[src/rtl/ebr_pingpong_ctrl.sv]
// Ping-pong controller for one dual-port EBR split into two banks.
// The producer fills one bank while the consumer drains the other through a 2-entry output buffer.
module ebr_pingpong_ctrl #(
  parameter int BANK_AWIDTH = 6,
  parameter int DATA_WIDTH  = 8
) (
  input  logic                  clock,
  input  logic                  reset_n,
  input  logic                  wr_valid,
  input  logic [DATA_WIDTH-1:0] wr_data,
  output logic                  wr_ready,
  output logic                  rd_valid,
  output logic [DATA_WIDTH-1:0] rd_data,
  output logic                  rd_last,
  input  logic                  rd_ready,
  output logic [BANK_AWIDTH:0]  ebr_waddr,
  output logic                  ebr_write_en,
  output logic [DATA_WIDTH-1:0] ebr_din,
  output logic [BANK_AWIDTH:0]  ebr_raddr,
  input  logic [DATA_WIDTH-1:0] ebr_dout
);

  localparam logic [BANK_AWIDTH-1:0] IDX_MAX = '1;

  logic                   wbank;
  logic                   rbank;
  logic [BANK_AWIDTH-1:0] widx;
  logic [BANK_AWIDTH-1:0] ridx;
  logic [1:0]             bank_full;
  logic [1:0]             bank_full_next;
  logic                   inflight;
  logic                   inflight_last;
  logic [DATA_WIDTH-1:0]  head_data;
  logic [DATA_WIDTH-1:0]  tail_data;
  logic                   head_last;
  logic                   tail_last;
  logic [1:0]             count;
  logic                   wr_fire;
  logic                   pop;
  logic                   push;
  logic                   issue;
  logic                   wrap_w;
  logic                   wrap_r;
  logic [2:0]             fill_after_pop;

  assign wr_ready     = !bank_full[wbank];
  assign wr_fire      = wr_valid && wr_ready;
  assign ebr_write_en = wr_fire;
  assign ebr_waddr    = {wbank, widx};
  assign ebr_din      = wr_data;
  assign ebr_raddr    = {rbank, ridx};

  assign rd_valid = (count != 2'd0);
  assign rd_data  = head_data;
  assign rd_last  = head_last;

  assign pop  = rd_valid && rd_ready;
  assign push = inflight;

  // Only issue a read when the word it returns is guaranteed a buffer slot.
  assign fill_after_pop = {1'b0, count} + {2'b00, inflight} - {2'b00, pop};
  assign issue          = bank_full[rbank] && (fill_after_pop < 3'd2);

  assign wrap_w = wr_fire && (widx == IDX_MAX);
  assign wrap_r = issue && (ridx == IDX_MAX);

  always_comb begin
    bank_full_next = bank_full;
    if (wrap_w) bank_full_next[wbank] = 1'b1;
    if (wrap_r) bank_full_next[rbank] = 1'b0;
  end

  always_ff @(posedge clock or negedge reset_n) begin
    if (!reset_n) begin
      wbank     <= 1'b0;
      widx      <= '0;
      rbank     <= 1'b0;
      ridx      <= '0;
      bank_full <= 2'b00;
    end else begin
      bank_full <= bank_full_next;
      if (wr_fire) begin
        widx <= widx + 1'b1;
        if (wrap_w) wbank <= !wbank;
      end
      if (issue) begin
        ridx <= ridx + 1'b1;
        if (wrap_r) rbank <= !rbank;
      end
    end
  end

  // The last tag travels with the read so it lines up with ebr_dout a cycle later.
  always_ff @(posedge clock or negedge reset_n) begin
    if (!reset_n) begin
      inflight      <= 1'b0;
      inflight_last <= 1'b0;
    end else begin
      inflight      <= issue;
      inflight_last <= issue && (ridx == IDX_MAX);
    end
  end

  always_ff @(posedge clock or negedge reset_n) begin
    if (!reset_n) begin
      head_data <= '0;
      tail_data <= '0;
      head_last <= 1'b0;
      tail_last <= 1'b0;
      count     <= 2'd0;
    end else begin
      case ({push, pop})
        2'b10: begin
          if (count == 2'd0) begin
            head_data <= ebr_dout;
            head_last <= inflight_last;
          end else begin
            tail_data <= ebr_dout;
            tail_last <= inflight_last;
          end
          count <= count + 2'd1;
        end
        2'b01: begin
          head_data <= tail_data;
          head_last <= tail_last;
          count     <= count - 2'd1;
        end
        2'b11: begin
          if (count == 2'd1) begin
            head_data <= ebr_dout;
            head_last <= inflight_last;
          end else begin
            head_data <= tail_data;
            head_last <= tail_last;
            tail_data <= ebr_dout;
            tail_last <= inflight_last;
          end
        end
        default: ;
      endcase
    end
  end

  always @(posedge clock) begin
    if (reset_n) assert (count <= 2'd2 && !(push && !pop && count == 2'd2));
  end

endmodule
[config.mk]
export PLATFORM = sky130hd
export DESIGN_NAME = ebr_pingpong_ctrl
export DESIGN_NICKNAME = d
export VERILOG_FILES = /design/src/rtl/ebr_pingpong_ctrl.sv
export SDC_FILE = /design/constraint.sdc
export NUM_CORES = 1
export LEC_CHECK = 0
export ABC_AREA = 1
export BUFFER_PORTS_ARGS = -buffer_cell sky130_fd_sc_hd__buf_2
export CAP_MARGIN = 20
export CORE_ASPECT_RATIO = 0.8
export CORE_MARGIN = 1
export CORE_UTILIZATION = 57
export DETAILED_ROUTE_END_ITERATION = 16
export PLACE_DENSITY_LB_ADDON = 0.2
export SYNTH_ARGS = -nofsm -noshare
export SYNTH_HDL_FRONTEND = slang
export SYNTH_SLANG_ARGS = --single-unit
[constraint.sdc]
create_clock -name clock -period 4.1 [get_ports clock]
set_clock_uncertainty 0.2 [all_clocks]
set_input_delay 0.615 -clock clock [delete_from_list [all_inputs] [get_ports clock]]
set_output_delay 0.615 -clock clock [all_outputs]
set_load 0.05 [all_outputs]
=== Word-level counts from Yosys, hierarchy flattened ===
Index checks and enable logic that the tools add are counted.

* Add/sub/neg operators: 6
* $mul: 0
* Divide/modulo/power cells: 0
* Magnitude comparators: 5
* Equality and inequality tests: 9
* Shifts and indexed selects: 0
* Multiplexer cells: 23
* Bitwise gates (word level): 3
* Reduce and logical (&&, ||, !) cells: 19

{| class="wikitable"
|+ Operator list
! operator !! count
|-
| 8-bit 2-to-1 mux || 4
|-
| 8-bit one-hot mux with 3 select lines || 1
|-
| 8-bit one-hot mux with 2 select lines || 1
|-
| 6-bit by 1-bit adder with 6-bit output (second input constant) || 2
|-
| 6-bit == test (second input constant) || 2
|-
| 1-bit 2-to-1 mux || 10
|-
| 1-bit logical AND || 7
|-
| 2-bit != test (second input constant) || 3
|-
| 2-bit AND reduction || 3
|-
| 2-bit nonzero test || 3
|-
| 2-bit by 1-bit == test with 1-bit output (second input constant) || 2
|-
| 2-bit == test (second input constant) || 2
|-
| 1-bit by 2-bit less-than comparator with 1-bit output (second input constant) || 2
|-
| 2-bit 2-to-1 mux || 2
|-
| 2-bit one-hot mux with 2 select lines || 1
|-
| 2-bit by 1-bit adder with 3-bit output || 1
|-
| 1-bit zero test || 3
|-
| 3-bit by 2-bit less-than comparator with 1-bit output (second input constant) || 1
|-
| 1-bit one-hot mux with 3 select lines || 1
|-
| 3-bit AND reduction || 1
|-
| 3-bit nonzero test || 1
|-
| 3-bit by 1-bit subtractor with 3-bit output || 1
|-
| 2-bit by 1-bit adder with 2-bit output (second input constant) || 1
|-
| 2-bit bitwise AND || 1
|-
| other kinds (7) || 9
|}

* Flip-flop bits (word level): 38
* Bits in latches: 0
* RAM bits: 0
* ROM bits: 0
* Input port bits: 20
* Output and inout port bits: 34
* Logic and storage cells: 77
* Memories: 0

=== Longest topological paths before layout ===
* Depth in word-level cells: 8
* Depth in mapped cells: 15
* Mapped depth without buffers: 15

=== Worst setup path before layout ===
No wires, ideal clock.

* Path kind: reg2reg
* Start point: register count[0]
* End point: register ridx[0]
* Library setup time: 142 ps
* Arrival time: 2294 ps
* Required time: 3758 ps
* Setup slack: 1463 ps
* Stages on the path, launching flop included: 12
* Path buffers: 0
* Period minus slack after synthesis: 2637 ps
* Cell sequence: dfrtp_1 inv_1 ha_1 inv_2 nand2_4 nor2_1 o21ai_0 fa_1 inv_1 nor2_2 nand2_2 xnor2_1

* Longest elaborated chain between the ends: 5
* Elaborated cells between the ends (all ways): 6
* Those cells by class: add/sub: 2; order compare: 1; reduce/logical: 3

{| class="wikitable"
|+ Ends and longest elaborated chain
! what !! line !! source
|-
| start: declaration || 37 || <nowiki>logic [1:0] count;</nowiki>
|-
| start signal: assignment || 121 || <nowiki>count <= count + 2'd1;</nowiki>
|-
| start signal: assignment || 126 || <nowiki>count <= count - 2'd1;</nowiki>
|-
| 2-bit nonzero test || 53 || <nowiki>assign rd_valid = (count != 2'd0);</nowiki>
|-
| net rd_valid || 12 || <nowiki>output logic rd_valid,</nowiki>
|-
| 1-bit logical AND || 57 || <nowiki>assign pop = rd_valid && rd_ready;</nowiki>
|-
| 3-bit by 1-bit subtractor with 3-bit output || 61 || <nowiki>assign fill_after_pop = {1'b0, count} + {2'b00, inflight} - {2'b00, pop};</nowiki>
|-
| 3-bit by 2-bit less-than comparator with 1-bit output || 62 || <nowiki>assign issue = bank_full[rbank] && (fill_after_pop < 3'd2);</nowiki>
|-
| 1-bit logical AND || 62 ||
|-
| end signal: assignment || 87 || <nowiki>ridx <= ridx + 1'b1;</nowiki>
|-
| end: declaration || 28 || <nowiki>logic [BANK_AWIDTH-1:0] ridx;</nowiki>
|}

The timed path passes the listed nets, and every way through them passes these cells.
A chain may end at the register's enable or synchronous reset.

=== Worst setup path after layout ===
* Start point: register count[0]
* End point: register ridx[5]

* Longest elaborated chain between the ends: 5
* Elaborated cells between the ends (all ways): 6
* Those cells by class: add/sub: 2; order compare: 1; reduce/logical: 3

{| class="wikitable"
|+ Ends and longest elaborated chain
! what !! line !! source
|-
| branches (longest 2 deep; another with 2-bit by 1-bit adder with 3-bit output) || n/a ||
|-
| 3-bit by 1-bit subtractor with 3-bit output (*) || 61 ||
|-
| 3-bit by 2-bit less-than comparator with 1-bit output (*) || 62 ||
|-
| 1-bit logical AND (*) || 62 ||
|-
| net issue || 41 || <nowiki>logic issue;</nowiki>
|}

Mark *: on every way through the listed nets, which the timed path passes.

==> impl_metrics.env <==
export IMPL_grt_pass1_wl_mm=7.69
export IMPL_max_stage_delay_ps=510
export IMPL_grt_pass1_vias=1744
export IMPL_yosysWarnings=0
export IMPL_r2r_start="count[0]"
export IMPL_ant_nets=0
export IMPL_hold_viol_final=0
export IMPL_antenna_found_initial=0
export IMPL_cp_required_ps=4130
export IMPL_period_share_pct=66.1
export IMPL_cts_resized=0
export IMPL_cp_slowest_cell="fa_1"
export IMPL_dieArea_um2=4390
export IMPL_wl_mm=4.69
export IMPL_hpwlAfterDp_mm=3.20
export IMPL_numPortBuffers=37
export IMPL_cts_root_buf="clkbuf_8"
export IMPL_avgSynthCellArea_um2=7.38
export IMPL_period_minus_slack_ps=2710
export IMPL_worstMarginPinSlew_ps=856
export IMPL_firstDrtPassIters=4
export IMPL_irDropWorstVdd_mv=0.571
export IMPL_clk_latency_ps=290
export IMPL_cts_buffers=5
export IMPL_start_util_pct=60.7
export IMPL_power_leakage_nw=1.56
export IMPL_outcome="complete, no violations"
export IMPL_r2r_cells=13
export IMPL_rows=20
export IMPL_coreArea_um2=3880
export IMPL_worstPathArrival_ps=2740
export IMPL_min_path_type="in2async"
export IMPL_slew_headroom_pct=43.0
export IMPL_gp_congestion=0.821
export IMPL_grt_max_degree=39
export IMPL_clk_pin_slew_ps=70
export IMPL_vias_per_cell=4.98
export IMPL_routedWlPerCell_um=11.6
export IMPL_clock_sinks=38
export IMPL_vias=2017
export IMPL_grt_overflow=0
export IMPL_worstReg2RegEnd="ridx[5]"
export IMPL_power_density_nw_per_um2=786
export IMPL_reg2reg_slack_ps=1390
export IMPL_end_kind="flip-flop"
export IMPL_htree_levels=2
export IMPL_cts_setup_buffers=0
export IMPL_cts_tree="done"
export IMPL_syn_inst=319
export IMPL_path_class="reg2reg"
export IMPL_rsz0062_at_grt="no"
export IMPL_drc=0
export IMPL_syn_cell_area_um2=2350
export IMPL_grt_usage_pct=23.4
export IMPL_setup_tns_final_ps=0
export IMPL_diodes=0
export IMPL_setup_worst_path_start_class="flip-flop"
export IMPL_holdBufCountCts=0
export IMPL_synth_seq_cells=38
export IMPL_crit_path_start="count[0]"
export IMPL_cts_path_max_buffers=2
export IMPL_synthesis_nets=346
export IMPL_fmax_mhz=369
export IMPL_die_h_um=59.5
export IMPL_setup_viol=0
export IMPL_drive_above_1_share_pct=18.3
export IMPL_maxSlewViolCount=0
export IMPL_top_level_ports=54
export IMPL_nNetsFinal=376
export IMPL_path_cells="inv_1, ha_1, inv_2, nand2_4, nor2_1, o21ai_0, fa_1, inv_1, nor2_2, nand2_2, inv_2, nand2_1, nand2_1"
export IMPL_path_max_fanout=8
export IMPL_dr_first_iter_drc_count=132
export IMPL_crit_end="ridx[5]"
export IMPL_power_total_mw=2.05
export IMPL_yosysSeqAreaShare_pct=40.4
export IMPL_syn_to_final_growth_pct=11.1
export IMPL_max_cap_viol_count=0
export IMPL_die_w_um=73.9
export IMPL_synthDistinctLibCells=25
[final cells by class]
class,count,area [µm²]
flip-flops and latches,38,951
well taps,55,68.8
repair buffers,37,185
fillers,346,1260
inverters,60,225
multi-input cells,207,1070
clock buffers,8,110
[critical path, delay by kind of cell (launching register included)]
kind / cells / cell delay (ps)
flops: 1 / 420
compound gates: 1 / 140
fa+ha+maj: 2 / 800
buf+inv: 4 / 390
simple gates: 6 / 680
[synth_stat cells, drive strengths merged]
| cell type | number | area (µm²) |
|---|---|---|
| ha | 6 | 75.1 |
| xnor2 | 8 | 70.1 |
| nand4 | 12 | 75.1 |
| buf | 14 | 104 |
| dfrtp | 38 | 951 |
| fa | 1 | 20.0 |
| o21ai | 14 | 70.1 |
| xor2 | 2 | 17.5 |
| inv | 59 | 221 |
| nand2 | 117 | 483 |
| clkinv | 1 | 3.75 |
| nand3 | 27 | 153 |
| nor2 | 20 | 111 |
[worst min path at each step]
stage | end | cells after the start | slack [ps] | start
finish | tail_data[7] | 1 | 230 | reset_n
global route | rd_data[7] | 1 | 300 | reset_n
CTS | tail_data[0] | 1 | 260 | reset_n
detailed placement | tail_data[0] | 2 | 280 | tail_data[0]
global placement | tail_data[0] | 2 | 280 | tail_data[0]
floorplan | bank_full[0] | 0 | 120 | reset_n
[state kept, by name (all words and copies together) (netlist names), 2 cells and up]
name	cells
rd_data	8
tail_data	8
ridx	6
widx	6
bank_full	2
count	2
[metrics by stage]
stage                     setup slack (ps)  hold WS (ps)  cells  cell area (µm²)  util [%]
after floorplan                       1460           119    319             2350         -
after global placement                1510           281    397             2500      64.6
after detailed placement              1440           283    397             2500      64.6
after CTS                             1400           262    405             2620      67.4
after global routing                  1130           302    405             2620      67.4
final                                 1390           232    405             2620      67.4
[placed cells by master (no fill, tap or decap)]
| cell | count |
|---|---|
| nand2_1 | 111 |
| inv_2 | 6 |
| buf_2 | 37 |
| nand4_1 | 12 |
| nand2_2 | 2 |
| clkbuf_8 | 8 |
| nand3_1 | 25 |
| xor2_1 | 2 |
| nand2_8 | 1 |
| dfrtp_1 | 38 |
| clkinv_1 | 1 |
| nand3_4 | 1 |
| nor2_4 | 2 |
| nor2_1 | 15 |
| nand2_4 | 3 |
| xnor2_1 | 8 |
| o21ai_0 | 5 |
| ha_1 | 6 |
| inv_1 | 53 |
| o21ai_1 | 9 |
| nor2_2 | 2 |
| nor2_8 | 1 |
| fa_1 | 1 |
| nand3_2 | 1 |
[per-layer routing]
metal  global-route usage (%)  vias to the layer above  routed length (µm)
met1                     33.0                      914                2250
met5                        0                        -                   0
li1                         -                     1024                   -
met4                     8.24                        0                  48
met3                     5.27                        6                 295
met2                     35.4                       73                2090
[cell families (layout without fill, tap and decap cells)]
group / Yosys count / count (layout) / share of synthesized area, %
compound gates: 14 / 14 / 2.98
xor+xnor: 10 / 10 / 3.72
fa+ha+maj: 7 / 7 / 4.04
buf+inv: 74 / 105 / 14.0
flops: 38 / 38 / 40.4
simple gates: 176 / 176 / 34.9
[where the power goes]
| part | switching [mW] | internal, mW |
|---|---|---|
| clock network | 0.131 | 0.170 |
| logic | 0.812 | 0.333 |
| registers | 0.105 | 0.505 |
| total | 1.05 | 1.01 |
Note: power is estimated with default switching activity, not from simulation.
